File: config.mk
export PLATFORM = sky130hd
export DESIGN_NAME = sfifo_reader_flat
export DESIGN_NICKNAME = d
export VERILOG_FILES = /design/src/rtl/sfifo_rd_pkg.sv /design/src/rtl/sfifo_reader_if.sv /design/src/rtl/sfifo_rd_skid.sv /design/src/rtl/sfifo_reader.sv /design/src/flat_wrapper.sv
export SDC_FILE = /design/constraint.sdc
export NUM_CORES = 1
export LEC_CHECK = 0
export CORE_MARGIN = 2
export CORE_UTILIZATION = 25
export DETAILED_ROUTE_END_ITERATION = 8
export PLACE_DENSITY = 0.49
export SETUP_SLACK_MARGIN = 0.4
export SYNTH_ARGS = -nofsm -noshare
export SYNTH_HDL_FRONTEND = slang
export SYNTH_SLANG_ARGS = --single-unit
File: constraint.sdc
create_clock -name clk -period 2.1 [get_ports clk]
set_clock_uncertainty 0.15 [all_clocks]
set_input_delay 0.21 -clock clk [delete_from_list [all_inputs] [get_ports clk]]
set_output_delay 0.21 -clock clk [all_outputs]
set_load 0.03 [all_outputs]
File: src/rtl/sfifo_rd_pkg.sv
// Shared constants for the sfifo read-side controller: skid depth, occupancy
// encoding, statistics width and the pop-credit rule.
package sfifo_rd_pkg;

  localparam int SKID      = 2;
  localparam int POP_CNT_W = 16;

  localparam logic [1:0] ST_EMPTY = 2'd0;
  localparam logic [1:0] ST_ONE   = 2'd1;
  localparam logic [1:0] ST_TWO   = 2'd2;

  // A pop may be issued only if every word already committed to the skid
  // (held + in flight - leaving now) still leaves room for one more.
  function automatic logic has_credit(input logic [1:0] cnt,
                                      input logic       inflight,
                                      input logic       fire);
    logic [2:0] committed;
    committed = {1'b0, cnt} + {2'b00, inflight} - {2'b00, fire};
    return committed < 3'(SKID);
  endfunction

endpackage

File: src/rtl/sfifo_reader_if.sv
// FIFO pop port plus downstream valid/ready stream of the sfifo reader.
// master = the reader itself, slave = the FIFO and downstream consumer side.
interface sfifo_reader_if #(
  parameter int WIDTH = 8
);

  logic             fifo_empty;
  logic [WIDTH-1:0] fifo_dout;
  logic             fifo_r_en;
  logic             m_valid;
  logic [WIDTH-1:0] m_data;
  logic             m_ready;

  modport master (
    input  fifo_empty, fifo_dout, m_ready,
    output fifo_r_en, m_valid, m_data
  );

  modport slave (
    output fifo_empty, fifo_dout, m_ready,
    input  fifo_r_en, m_valid, m_data
  );

endinterface

File: src/rtl/sfifo_rd_skid.sv
// Two-entry skid buffer: tail written by wr_i, head released by rd_i,
// 1-bit head/tail pointers wrapping modulo 2, occupancy exported as cnt_o.
module sfifo_rd_skid
  import sfifo_rd_pkg::*;
#(
  parameter int WIDTH = 8
) (
  input  logic             clk,
  input  logic             rst_n,
  input  logic             wr_i,
  input  logic [WIDTH-1:0] wr_data_i,
  input  logic             rd_i,
  output logic [WIDTH-1:0] head_data_o,
  output logic [1:0]       cnt_o
);

  logic [WIDTH-1:0] mem_q [SKID];
  logic             head_q;
  logic             tail_q;
  logic [1:0]       cnt_q;
  logic [1:0]       cnt_d;

  // NOTE: cnt_d gets its default before the case so no path leaves it
  // unassigned; otherwise synthesis infers a latch.
  always_comb begin
    cnt_d = cnt_q;
    unique case ({wr_i, rd_i})
      2'b10:   cnt_d = cnt_q + 2'd1;
      2'b01:   cnt_d = cnt_q - 2'd1;
      default: cnt_d = cnt_q;
    endcase
  end

  // NOTE: non-blocking assignments only, so every flop samples pre-edge values.
  // NOTE: the two data slots are reset so the head reads 0 after reset; a
  // deeper storage array would normally be left unreset.
  always_ff @(posedge clk or negedge rst_n) begin
    if (!rst_n) begin
      for (int i = 0; i < SKID; i++) mem_q[i] <= '0;
      head_q <= 1'b0;
      tail_q <= 1'b0;
      cnt_q  <= ST_EMPTY;
    end else begin
      if (wr_i) begin
        mem_q[tail_q] <= wr_data_i;
        tail_q        <= ~tail_q;
      end
      if (rd_i) head_q <= ~head_q;
      cnt_q <= cnt_d;
    end
  end

  assign head_data_o = mem_q[head_q];
  assign cnt_o       = cnt_q;

  // The credit rule guarantees a full buffer never sees a capture.
  a_no_overflow: assert property (@(posedge clk) disable iff (!rst_n)
    !(wr_i && cnt_q == ST_TWO));
  a_no_underflow: assert property (@(posedge clk) disable iff (!rst_n)
    !(rd_i && cnt_q == ST_EMPTY));

endmodule

File: src/rtl/sfifo_reader.sv
// Read-side controller for sfifo: credit-based pops into a 2-entry skid buffer
// re-presented as valid/ready. Define SFIFO_READER_STATS_EN for pop_count.
module sfifo_reader
  import sfifo_rd_pkg::*;
#(
  parameter int WIDTH = 8
) (
  input  logic                 clk,
  input  logic                 rst_n,
  sfifo_reader_if.master       bus
`ifdef SFIFO_READER_STATS_EN
  ,
  output logic [POP_CNT_W-1:0] pop_count
`endif
);

  logic       inflight_q;
  logic [1:0] cnt;
  logic       fire;
  logic       r_en;

  assign bus.m_valid = (cnt != ST_EMPTY);
  assign fire        = bus.m_valid & bus.m_ready;

  // Combinational in m_ready: a word leaving this cycle frees a slot now.
  assign r_en          = rst_n & ~bus.fifo_empty & has_credit(cnt, inflight_q, fire);
  assign bus.fifo_r_en = r_en;

  always_ff @(posedge clk or negedge rst_n) begin
    if (!rst_n) inflight_q <= 1'b0;
    else        inflight_q <= r_en;
  end

  sfifo_rd_skid #(.WIDTH(WIDTH)) u_skid (
    .clk         (clk),
    .rst_n       (rst_n),
    .wr_i        (inflight_q),
    .wr_data_i   (bus.fifo_dout),
    .rd_i        (fire),
    .head_data_o (bus.m_data),
    .cnt_o       (cnt)
  );

`ifdef SFIFO_READER_STATS_EN
  logic [POP_CNT_W-1:0] pop_count_q;

  always_ff @(posedge clk or negedge rst_n) begin
    if (!rst_n)    pop_count_q <= '0;
    else if (fire) pop_count_q <= pop_count_q + 1'b1;
  end

  assign pop_count = pop_count_q;
`endif

endmodule

File: src/flat_wrapper.sv
// flat-port wrapper written by rule: the top's interface ports become plain ports
module sfifo_reader_flat import sfifo_rd_pkg::*;
#(
  parameter int WIDTH = 8
)
  (clk, rst_n, bus_fifo_empty, bus_fifo_dout, bus_m_ready, bus_fifo_r_en, bus_m_valid, bus_m_data);
  sfifo_reader_if #(.WIDTH(WIDTH)) bus_i ();
  input  logic clk;
  input  logic rst_n;
  input wire logic [$bits(bus_i.fifo_empty)-1:0] bus_fifo_empty;
  input wire logic [$bits(bus_i.fifo_dout)-1:0] bus_fifo_dout;
  input wire logic [$bits(bus_i.m_ready)-1:0] bus_m_ready;
  output wire logic [$bits(bus_i.fifo_r_en)-1:0] bus_fifo_r_en;
  output wire logic [$bits(bus_i.m_valid)-1:0] bus_m_valid;
  output wire logic [$bits(bus_i.m_data)-1:0] bus_m_data;
  assign bus_i.fifo_empty = bus_fifo_empty;
  assign bus_i.fifo_dout = bus_fifo_dout;
  assign bus_i.m_ready = bus_m_ready;
  assign bus_fifo_r_en = bus_i.fifo_r_en;
  assign bus_m_valid = bus_i.m_valid;
  assign bus_m_data = bus_i.m_data;
  sfifo_reader #(.WIDTH(WIDTH)) u_core (.clk(clk), .rst_n(rst_n), .bus(bus_i));
endmodule
Word-level counts from Yosys, hierarchy flattened
Index checks and enable logic that the tools add are counted.
{"block": "word_totals", "inputBits": 12, "wordCells": 34, "register_bits": 21, "output_inout_bits": 10}
{"block": "op_classes", "n_eq_ne": 2, "n_reduce_logical": 3, "magnitude_cmp": 4, "addsub": 4, "bitwise": 8, "n_mux": 7}
{"op": "2-to-1 mux 8 bit", "n": 4}
{"op": "bitwise mux 16 bit", "n": 1}
{"op": "demux 8 bit (select 1 bit)", "n": 1}
{"op": ">= comparator 2 bit, second input constant", "n": 2}
{"op": "NOT 1 -> 2 bit", "n": 2}
{"op": "case mux 2 bit (2 select lines)", "n": 1}
{"op": "nonzero test 2 bit", "n": 2}
{"op": "adder 2 x 1 -> 3 bit", "n": 1}
{"op": "bitwise AND 1 bit", "n": 3}
{"op": "less-than comparator 3 x 2 -> 1 bit, second input constant", "n": 1}
{"op": "NOT 1 bit", "n": 3}
{"op": "subtractor 3 x 1 -> 3 bit", "n": 1}
{"op": "adder 2 x 1 -> 2 bit, second input constant", "n": 1}
{"op": "equality test 2 x 1 -> 1 bit, second input constant", "n": 1}
{"op": "equality test 2 bit, second input constant", "n": 1}
{"op": "less-than comparator 2 x 1 -> 1 bit, second input constant", "n": 1}
{"op": "subtractor 2 x 1 -> 2 bit, second input constant", "n": 1}
{"op": "logical AND 1 bit", "n": 1}

Longest topological paths before layout
Gate-level depths: netlist (run 1).
{"block": "logic_depth", "ltp_word": 6, "depth_mapped": 6, "mapped_depth_nobuf": 6}

Modules after synthesis
Synthesis (run 1) repeated with hierarchy kept, for this count alone.
{"block": "unflattened", "hier_cells": 65, "area_unflattened_um2": 959.7}
{"module": "sfifo_rd_skid", "area_each_um2": 857.1, "cells_each": 55, "n_inst": 1, "seq_area_each_um2": 500.5}
{"module": "sfifo_reader", "area_each_um2": 102.6, "cells_each": 10, "n_inst": 1, "seq_area_each_um2": 25.0}

Least setup slack after synthesis (run 1)
OpenSTA, ideal clock, no wires.
{"block": "synth_path", "kind": "register to output", "start": "register u_core.u_skid.cnt_q[1], in the netlist u_core.u_skid.cnt_o[1]", "end": "output port bus_fifo_r_en", "path_buffers": 0, "stages_incl_launch_ff": 7, "t_required_ps": 1740, "setup_slack_ps": -650, "arrival_time_ps": 2390, "cell_sequence": "dfrtp_1 > o21a_1 > ha_1 > nand2b_1 > fa_1 > xor2_1 > nor3_1"}
{"block": "synth_via", "elab_chain_cells": 5, "elab_cells_between_ends": 6, "cone_classes": "add/sub (2); order compare (1); bitwise (2); reduce/logical (1)"}
{"element": "start: declaration", "line": "sfifo_rd_skid.sv:20", "text": "logic [1:0] cnt_q;"}
{"element": "start signal: assignment", "line": "sfifo_rd_skid.sv:49", "text": "cnt_q <= cnt_d;"}
{"element": "nonzero test 2 bit", "line": "sfifo_reader.sv:22", "text": "assign bus.m_valid = (cnt != ST_EMPTY);"}
{"element": "bitwise AND 1 bit", "line": "sfifo_reader.sv:23", "text": "assign fire = bus.m_valid & bus.m_ready;"}
{"element": "via u_core.fire", "line": "sfifo_reader.sv:19", "text": "logic fire;"}
{"element": "subtractor 3 x 1 -> 3 bit", "line": "sfifo_rd_pkg.sv:18", "text": "committed = {1'b0, cnt} + {2'b00, inflight} - {2'b00, fire};"}
{"element": "less-than comparator 3 x 2 -> 1 bit", "line": "sfifo_rd_pkg.sv:19", "text": "return committed < 3'(SKID);"}
{"element": "bitwise AND 1 bit", "line": "sfifo_reader.sv:26", "text": "assign r_en = rst_n & ~bus.fifo_empty & has_credit(cnt, inflight_q, fire);"}
{"element": "end: declaration", "line": "flat_wrapper.sv:13", "text": "output wire logic [$bits(bus_i.fifo_r_en)-1:0] bus_fifo_r_en;"}
The timed path passes the listed nets, and every way through them passes these cells.

Worst setup path in the final report (run 1)
Same ends and word-level chain as after synthesis.

==> impl_metrics.ini, run 1 <==
[cells_and_area]
nFillCells = 387
areaGrowthSynthToFinish_pct = 38.2
final_area_mm2 = 0.00134
final_common_cell = mux2_2
diodes = 0
multi_input_area_um2 = 460
mostFrequentLayoutCells = 24 x mux2_2, 18 x dfrtp_1, 11 x clkdlybuf4s50_1
regArea_um2 = 529
utilization = 0.363
layout.nets = 115
final_cells = 147
drive_gt1_frac = 0.586

[power]
power_mw = 2.26
combPwrFrac = 0.568
power.internal_mw = 1.38
p_clk_frac = 0.113
p_seq_frac = 0.319
power_density_mw_per_mm2 = 1690
power_leakage_nw = 0.580
irDropWorstVdd_mv = 0.589
p_sw_frac = 0.390
switchingPower_mw = 0.880

[critical_path]
critical_path.startpoint_type = flip-flop
crit_required_ns = 1.74
max_stage_delay_ns = 0.40
cpMaxStageDelayCell = dfrtp_2
crit_type = flip-flop to output port
cp_cell_sequence = o21a_1, ha_4, nand2b_4, fa_2, xor2_2, nor3_4, buf_6
arrival_ns = 2.10
cp_max_fo = 2
worst-r2r-setup-slack_ns = 0.17
critPathCaptureType = output port

[floorplan]
num_rows = 22
die_height_um = 66.3
pin_count = 22
initial_core_util = 0.263
fp.dieW_um = 66.3
dieArea_mm2 = 0.00439
core-area_mm2 = 0.00369

[run]
max_cap_violations = 0

[clock_tree]
htreeDepth = 1
cts.sinks = 21
cts_made_buffers = 3
clk_latency_ns = 0.25
ctsLongestPathBuffers = 2
cts_root_buf = clkbuf_8
cts_tree = done
clk_pin_slew_ns = 0.07

[route]
drc = 0
post_drt_via_cell_ratio = 4.05
vias = 596
wl_per_cell_um = 12.8
first_pass_iters = 2
drtIter0Drc = 12
postRouteAntennaNets = 0
wl_um = 1880

[status]
status = finished with violations
violations = setup timing

[yosys]
synth_top_family_by_area = multiplexers
synthesis.nets = 82
synth_area_um2 = 970
ys_warn_count = 0
seq_area_frac_synth = 0.542
syn_area_per_cell_um2 = 14.5
synthAdderAreaFrac = 0.0465
synth_xor_xnor_area_share = 0.0452
synth_cell_types = 17
synth-compound-area-share = 0.0129
synthMuxAreaShare = 0.279
ys_ff_latch = 21
postSynthCellCount = 67
synth-simple-area-share = 0.0465

[placement]
gp_congestion = 0.658
dp_cells = 140
port_buffers = 21
dpl-instance-area_mm2 = 0.00131
dp_hpwl_um = 1310
dpl_worst_slack_ns = -0.334

[worst_hold_path]
hold_path.class = primary input to async pin

[grt]
grt_max_degree = 22
grt_pass1_wl_um = 3150
antenna_found_initial = 0
grtUsageTotal = 0.0964
gr-total-overflow = 0
grt_pass1_vias = 644

[timing]
finalWorstSetupSlack_ns = -0.362
fin_setup_tns_ns = -0.362
slew_headroom = 0.808
period_minus_slack_ns = 2.46
slew_violations = 0
max_slew.worst_pin.slew_ns = 0.288
hold_viol = 0
rsz0062_at_grt = true
fmax_ghz = 0.406
whs_ns = 0.292
setup_viol = 1
min_period_over_period = 1.17
## cells by family (layout without fill, tap and decap cells)
| logic type | Yosys count | in the layout |
|---|---|---|
| buffers and inverters | 5 | 37 |
| AOI/OAI and AO/OA | 2 | 2 |
| DFF | 21 | 21 |
| adders and majority gates | 3 | 3 |
| and+or+nand+nor | 7 | 7 |
| xor gates and xnor gates | 5 | 5 |
| muxes | 24 | 24 |
## synthesized netlist by cell type
cell / count / share of area
o21a_1: 1 / 0.0077
xnor2_1: 2 / 0.018
ha_1: 2 / 0.026
inv_1: 3 / 0.012
nand2b_1: 1 / 0.0065
buf_2: 1 / 0.0052
nand2_1: 2 / 0.0077
fa_1: 1 / 0.021
xor2_1: 3 / 0.027
nand2_2: 1 / 0.0065
or2_2: 1 / 0.0065
buf_6: 1 / 0.012
nor2b_4: 1 / 0.014
nor3_1: 1 / 0.0052
dfrtp_1: 21 / 0.54
mux2_2: 24 / 0.28
o21ai_0: 1 / 0.0052
## sequential cells by signal, indices dropped and copies added, names as in the netlist
name                  count
u_core.u_skid.mem_q      16
u_core.inflight_q         1
u_core.u_skid.cnt_o       2
u_core.u_skid.head_q      1
u_core.u_skid.tail_q      1
## area by class of cell
cell class | count | area share
Tap cell | 48 | 0.0448
Timing Repair Buffer | 30 | 0.175
Multi-Input combinational cell | 41 | 0.344
Clock buffer | 4 | 0.0336
Sequential cell | 21 | 0.395
Inverter | 3 | 0.00840
## repair_timing
action / 4_1_cts / 5_1_grt
endpoints found under the setup margin: 11 / 4
setup buffers: 3 / 0
hold buffers: 0 / 0
resized for setup: 47 / 1
pin swaps: 1 / 0
## power by group through the flow
stage | Clock, mW | Combinational (mW) | Sequential, mW
2_1_floorplan | 0 | 0.946 | 0.727
3_3_place_gp | 0 | 1.33 | 0.749
3_5_place_dp | 0 | 1.34 | 0.755
4_1_cts | 0.268 | 1.30 | 0.718
5_1_grt | 0.287 | 1.40 | 0.749
6_report | 0.256 | 1.28 | 0.720
## worst max-delay path, delay by kind of cell, from the launching register on
kind	cells	cell delay, ns
fa+ha+maj	2	0.57
simple gates	2	0.33
xor+xnor	1	0.17
buf+inv	1	0.15
flops	1	0.40
compound gates	1	0.22
## worst paths after layout
path | from | to | cells past startpoint
worst max-delay path | u_core.u_skid.cnt_o[1] | bus_fifo_r_en | 7
worst min-delay path | rst_n | u_core.u_skid.mem_q[6] | 2
worst max register to register | u_core.u_skid.cnt_o[1] | u_core.inflight_q | 6
worst min register to register | u_core.u_skid.mem_q[6] | u_core.u_skid.mem_q[6] | 1
max in group asynchronous | rst_n | u_core.u_skid.head_q | 2
min in group clk | u_core.u_skid.mem_q[6] | u_core.u_skid.mem_q[6] | 1
## metal layers
metal  part of all wire  up-vias  GRT usage
li1                   -      288          -
met1               0.50      287      0.135
met2               0.43       19      0.144
met3              0.066        2     0.0256
met4             0.0053        0     0.0306
met5                  0        -          0
Power figures use the tool's default switching activity.
==> run 2, diff against run 1 <==
Settings changed: PLACE_DENSITY 0.49 to unset, PLACE_DENSITY_LB_ADDON set to 0.25.
==> run 2 against run 1 <==
The flow still finishes with violations (setup timing); first-iteration DRC count rose by 42%; sequential cell count did not move; non-clock buffer count rose by 2; register-to-register slack got worse by 0.10 ns; final cell count rose by 1.4%; sequential power barely moved.
==> impl_metrics.ini, run 2 (synthesized netlist as in run 1, its figures left out) <==
[status]
status = finished with violations
violations = setup timing

[clock_tree]
cts_root_buf = clkbuf_8
cts_made_buffers = 3
clk_pin_slew_ns = 0.07
clk_latency_ns = 0.25
cts.sinks = 21
ctsLongestPathBuffers = 2
cts_hold_buf = 0
htreeDepth = 1
cts_tree = done

[cells_and_area]
diodes = 0
areaGrowthSynthToFinish_pct = 40.8
mostFrequentLayoutCells = 24 x mux2_2, 18 x dfrtp_1, 11 x clkdlybuf4s50_1, 11 x buf_4, 7 x buf_2
regMostFlops = u_core.u_skid.mem_q
utilization = 0.370
final_common_cell = mux2_2
regArea_um2 = 529
drive_gt1_frac = 0.604
layout.nets = 117
multi_input_area_um2 = 460
largest_reg_flops = 16
final_cells = 149
final_area_mm2 = 0.00137
nFillCells = 378

[route]
wl_per_cell_um = 13.0
vias = 624
post_drt_via_cell_ratio = 4.19
postRouteAntennaNets = 0
first_pass_iters = 2
dr.max_layer_used = met4
drtIter0Drc = 17
wl_met2_um = 954
drc = 0
dr_wl_met3_um = 141
wl_um = 1930
wirelength_met1_um = 822

[placement]
dpl_worst_slack_ns = -0.327
gp_congestion = 0.682
dp_hpwl_um = 1360
port_buffers = 21
dpl-instance-area_mm2 = 0.00131
dp_cells = 140

[floorplan]
die_height_um = 66.3
pin_count = 22
core-area_mm2 = 0.00369
num_rows = 22
initial_core_util = 0.263
dieArea_mm2 = 0.00439
fp.dieW_um = 66.3

[grt]
grt_max_degree = 22
antenna_found_initial = 0
grt_pass1_vias = 644
gr-total-overflow = 0
grt_pass1_wl_um = 3090
grtUsageTotal = 0.0974

[power]
combPwrFrac = 0.574
irDropWorstVdd_mv = 0.824
power_mw = 2.29
power.internal_mw = 1.41
p_seq_frac = 0.314
p_sw_frac = 0.387
p_clk_frac = 0.112
power_leakage_nw = 0.597
switchingPower_mw = 0.887
power_density_mw_per_mm2 = 1680

[timing]
max_slew.worst_pin.slew_ns = 0.281
slew_violations = 0
setup_viol = 1
rsz0062_at_grt = true
fin_setup_tns_ns = -0.369
whs_ns = 0.277
period_minus_slack_ns = 2.47
finalWorstSetupSlack_ns = -0.369
slew_headroom = 0.812
fmax_ghz = 0.405
min_period_over_period = 1.18
hold_viol = 0

[critical_path]
arrival_ns = 2.11
cp_max_fo = 2
worst-r2r-setup-slack_ns = 0.07
rr_worst_depth = 7
crit_type = flip-flop to output port
crit_required_ns = 1.74
critPathCaptureType = output port
critical_path.startpoint_type = flip-flop
r2r-start = u_core.u_skid.cnt_o[1]
reg2reg_to = u_core.inflight_q

[run]
max_cap_violations = 0

[worst_hold_path]
hold_path.class = primary input to async pin
run 2: area by class of cell:
class	instances	share of cell area
flip-flops and latches	21	0.388
multi-input cells	41	0.337
repair buffers	32	0.189
well taps	48	0.0440
clock buffers	3	0.0302
inverters	3	0.00825
clock inverters	1	0.00367
run 2: routing by layer:
layer / vias to the layer above / GRT usage
met5: - / 0
li1: 291 / -
met4: 0 / 0.0230
met3: 2 / 0.0392
met1: 309 / 0.122
met2: 22 / 0.156
run 2: worst max-delay path: stages (launching register included):
cell and delay, ns:
dfrtp_2 0.41, o21a_1 0.22, ha_4 0.22, nand2b_4 0.13, fa_2 0.35, xor2_2 0.16, nor3_4 0.21, buf_6 0.15
run 2: worst max-delay path by stage:
| stage | startpoint | endpoint | slack [ns] | cells past startpoint |
|---|---|---|---|---|
| after global routing | u_core.u_skid.cnt_o[1] | bus_fifo_r_en | -0.46 | 7 |
| after floorplan | u_core.u_skid.cnt_o[0] | bus_fifo_r_en | -0.16 | 6 |
| after detailed placement | bus_m_ready | bus_fifo_r_en | -0.33 | 8 |
| after CTS | u_core.u_skid.cnt_o[1] | bus_fifo_r_en | -0.39 | 7 |
| final | u_core.u_skid.cnt_o[1] | bus_fifo_r_en | -0.37 | 7 |
| after global placement | bus_m_ready | bus_fifo_r_en | -0.31 | 8 |
run 2: what timing repair did:
action / 4_1_cts / 5_1_grt
endpoints found under the setup margin: 11 / 6
gates resized for setup: 47 / 6
hold endpoints to repair: 0 / 0
pin swaps: 1 / 0
setup buffers: 4 / 1
run 2: power groups by stage:
stage,combinational [mW],clock [mW],sequential [mW]
after global placement,1.32,0,0.746
after floorplan,0.946,0,0.727
after detailed placement,1.34,0,0.761
after global routing,1.43,0.297,0.748
after CTS,1.31,0.274,0.717
final,1.32,0.258,0.719
==> run 3, diff against run 2 <==
Settings changed: CTS_CLUSTER_DIAMETER set to 50, SKIP_CTS_REPAIR_TIMING set to 1.
==> run 3 against run 2 <==
Worst setup slack lost 0.0035 ns; critical path depth unchanged; power barely moved; fmax fell by 0.14%; register-to-register slack about the same; critical endpoint unchanged; cell area fell by 0.18%; sequential cell count did not move; wire length down 0.67%; clock-buffer cell count did not move; largest cell class unchanged; the flow still finishes with violations (setup timing).
==> impl_metrics.ini, run 3 (synthesized netlist as in run 1, its figures left out) <==
[clock_tree]
cts_made_buffers = 3
cts_tree = done
htreeDepth = 1
ctsLongestPathBuffers = 2
cts_root_buf = clkbuf_8
clk_pin_slew_ns = 0.07
clk_latency_ns = 0.25
cts.sinks = 21

[status]
violations = setup timing
status = finished with violations

[timing]
slew_headroom = 0.804
hold_viol = 0
finalWorstSetupSlack_ns = -0.372
fin_setup_tns_ns = -0.372
period_minus_slack_ns = 2.47
fmax_ghz = 0.404
max_slew.worst_pin.slew_ns = 0.294
min_period_over_period = 1.18
slew_violations = 0
rsz0062_at_grt = true
setup_viol = 1

[power]
switchingPower_mw = 0.891
irDropWorstVdd_mv = 0.836
power.internal_mw = 1.40
p_seq_frac = 0.313
power_leakage_nw = 0.596
power_density_mw_per_mm2 = 1680
p_clk_frac = 0.112
combPwrFrac = 0.574
p_sw_frac = 0.389

[floorplan]
fp.dieW_um = 66.3
pin_count = 22
die_height_um = 66.3
dieArea_mm2 = 0.00439
num_rows = 22
core-area_mm2 = 0.00369
initial_core_util = 0.263

[critical_path]
cp_cell_sequence = o21a_1, ha_4, nand2b_4, fa_2, nand2_2, nor3_4, buf_6
cp_num_buf_inv = 1
cpMaxStageDelayCell = fa_2
max_stage_delay_ns = 0.52
critical_path.startpoint_type = flip-flop
crit_type = flip-flop to output port
cp_max_fo = 2
critPathCaptureType = output port
arrival_ns = 2.11
critPathTopFamily = adder cells
crit_required_ns = 1.74

[cells_and_area]
regMostFlops = u_core.u_skid.mem_q
drive_gt1_frac = 0.604
multi_input_area_um2 = 460
areaGrowthSynthToFinish_pct = 40.5
diodes = 0
mostFrequentLayoutCells = 24 x mux2_2, 18 x dfrtp_1, 11 x clkdlybuf4s50_1, 11 x buf_4, 7 x clkbuf_2
layout.nets = 117
final_common_cell = mux2_2
utilization = 0.369
regArea_um2 = 529
nFillCells = 381
largest_reg_flops = 16

[route]
wl_per_cell_um = 12.9
post_drt_via_cell_ratio = 4.11
drtIter0Drc = 2
postRouteAntennaNets = 0
drc = 0
vias = 612
first_pass_iters = 3
wl_um = 1920

[worst_hold_path]
hold_path.class = primary input to async pin

[placement]
dpl_worst_slack_ns = -0.327
gp_congestion = 0.682
dp_hpwl_um = 1360
port_buffers = 21

[grt]
gr-total-overflow = 0
antenna_found_initial = 0
grt_pass1_wl_um = 3040
grt_max_degree = 22
grtUsageTotal = 0.0953
grt_pass1_vias = 638

[run]
max_cap_violations = 0
run 3: through the flow:
stage | std cells | cell area, µm² | hold WS (ns) | total power [mW]
final | 149 | 1360 | 0.277 | 2.29
after global routing | 149 | 1360 | 0.305 | 2.47
after CTS | 144 | 1360 | 0.283 | 2.37
after detailed placement | 140 | 1310 | 0.342 | 2.10
after global placement | 140 | 1310 | 0.332 | 2.06
after floorplan | 67 | 1020 | -0.236 | 1.67
run 3: area by class of cell:
cell class                 instances  area share
clock buffer                       3      0.0303
clock inverter                     1     0.00367
inverter                           3     0.00826
multi-input combinational         41       0.338
sequential                        21       0.388
tap                               48      0.0441
timing repair buffer              32       0.187
run 3: power groups by stage:
stage / logic (mW) / registers (mW) / clock network [mW]
2_1_floorplan: 0.946 / 0.727 / 0
3_3_place_gp: 1.32 / 0.746 / 0
3_5_place_dp: 1.34 / 0.761 / 0
4_1_cts: 1.34 / 0.753 / 0.274
5_1_grt: 1.43 / 0.746 / 0.297
6_report: 1.32 / 0.719 / 0.258
run 3: path summary, 6_finish.rpt:
kind,start,to,slack (ns),depth (start not counted)
max,u_core.u_skid.cnt_o[0],bus_fifo_r_en,-0.37,7
min,rst_n,u_core.u_skid.mem_q[2],0.28,2
max reg2reg,u_core.u_skid.cnt_o[0],u_core.inflight_q,0.06,7
min reg2reg,u_core.u_skid.mem_q[7],u_core.u_skid.mem_q[7],0.35,1
max in group asynchronous,rst_n,u_core.u_skid.cnt_o[0],1.29,2
min in group clk,u_core.u_skid.mem_q[7],u_core.u_skid.mem_q[7],0.35,1
run 3: metal layers:
layer	vias up	wire length, µm	track usage
met1	298	809	0.113
met4	0	12	0.0230
met3	2	143	0.0409
met5	-	0	0
li1	293	-	-
met2	19	952	0.159
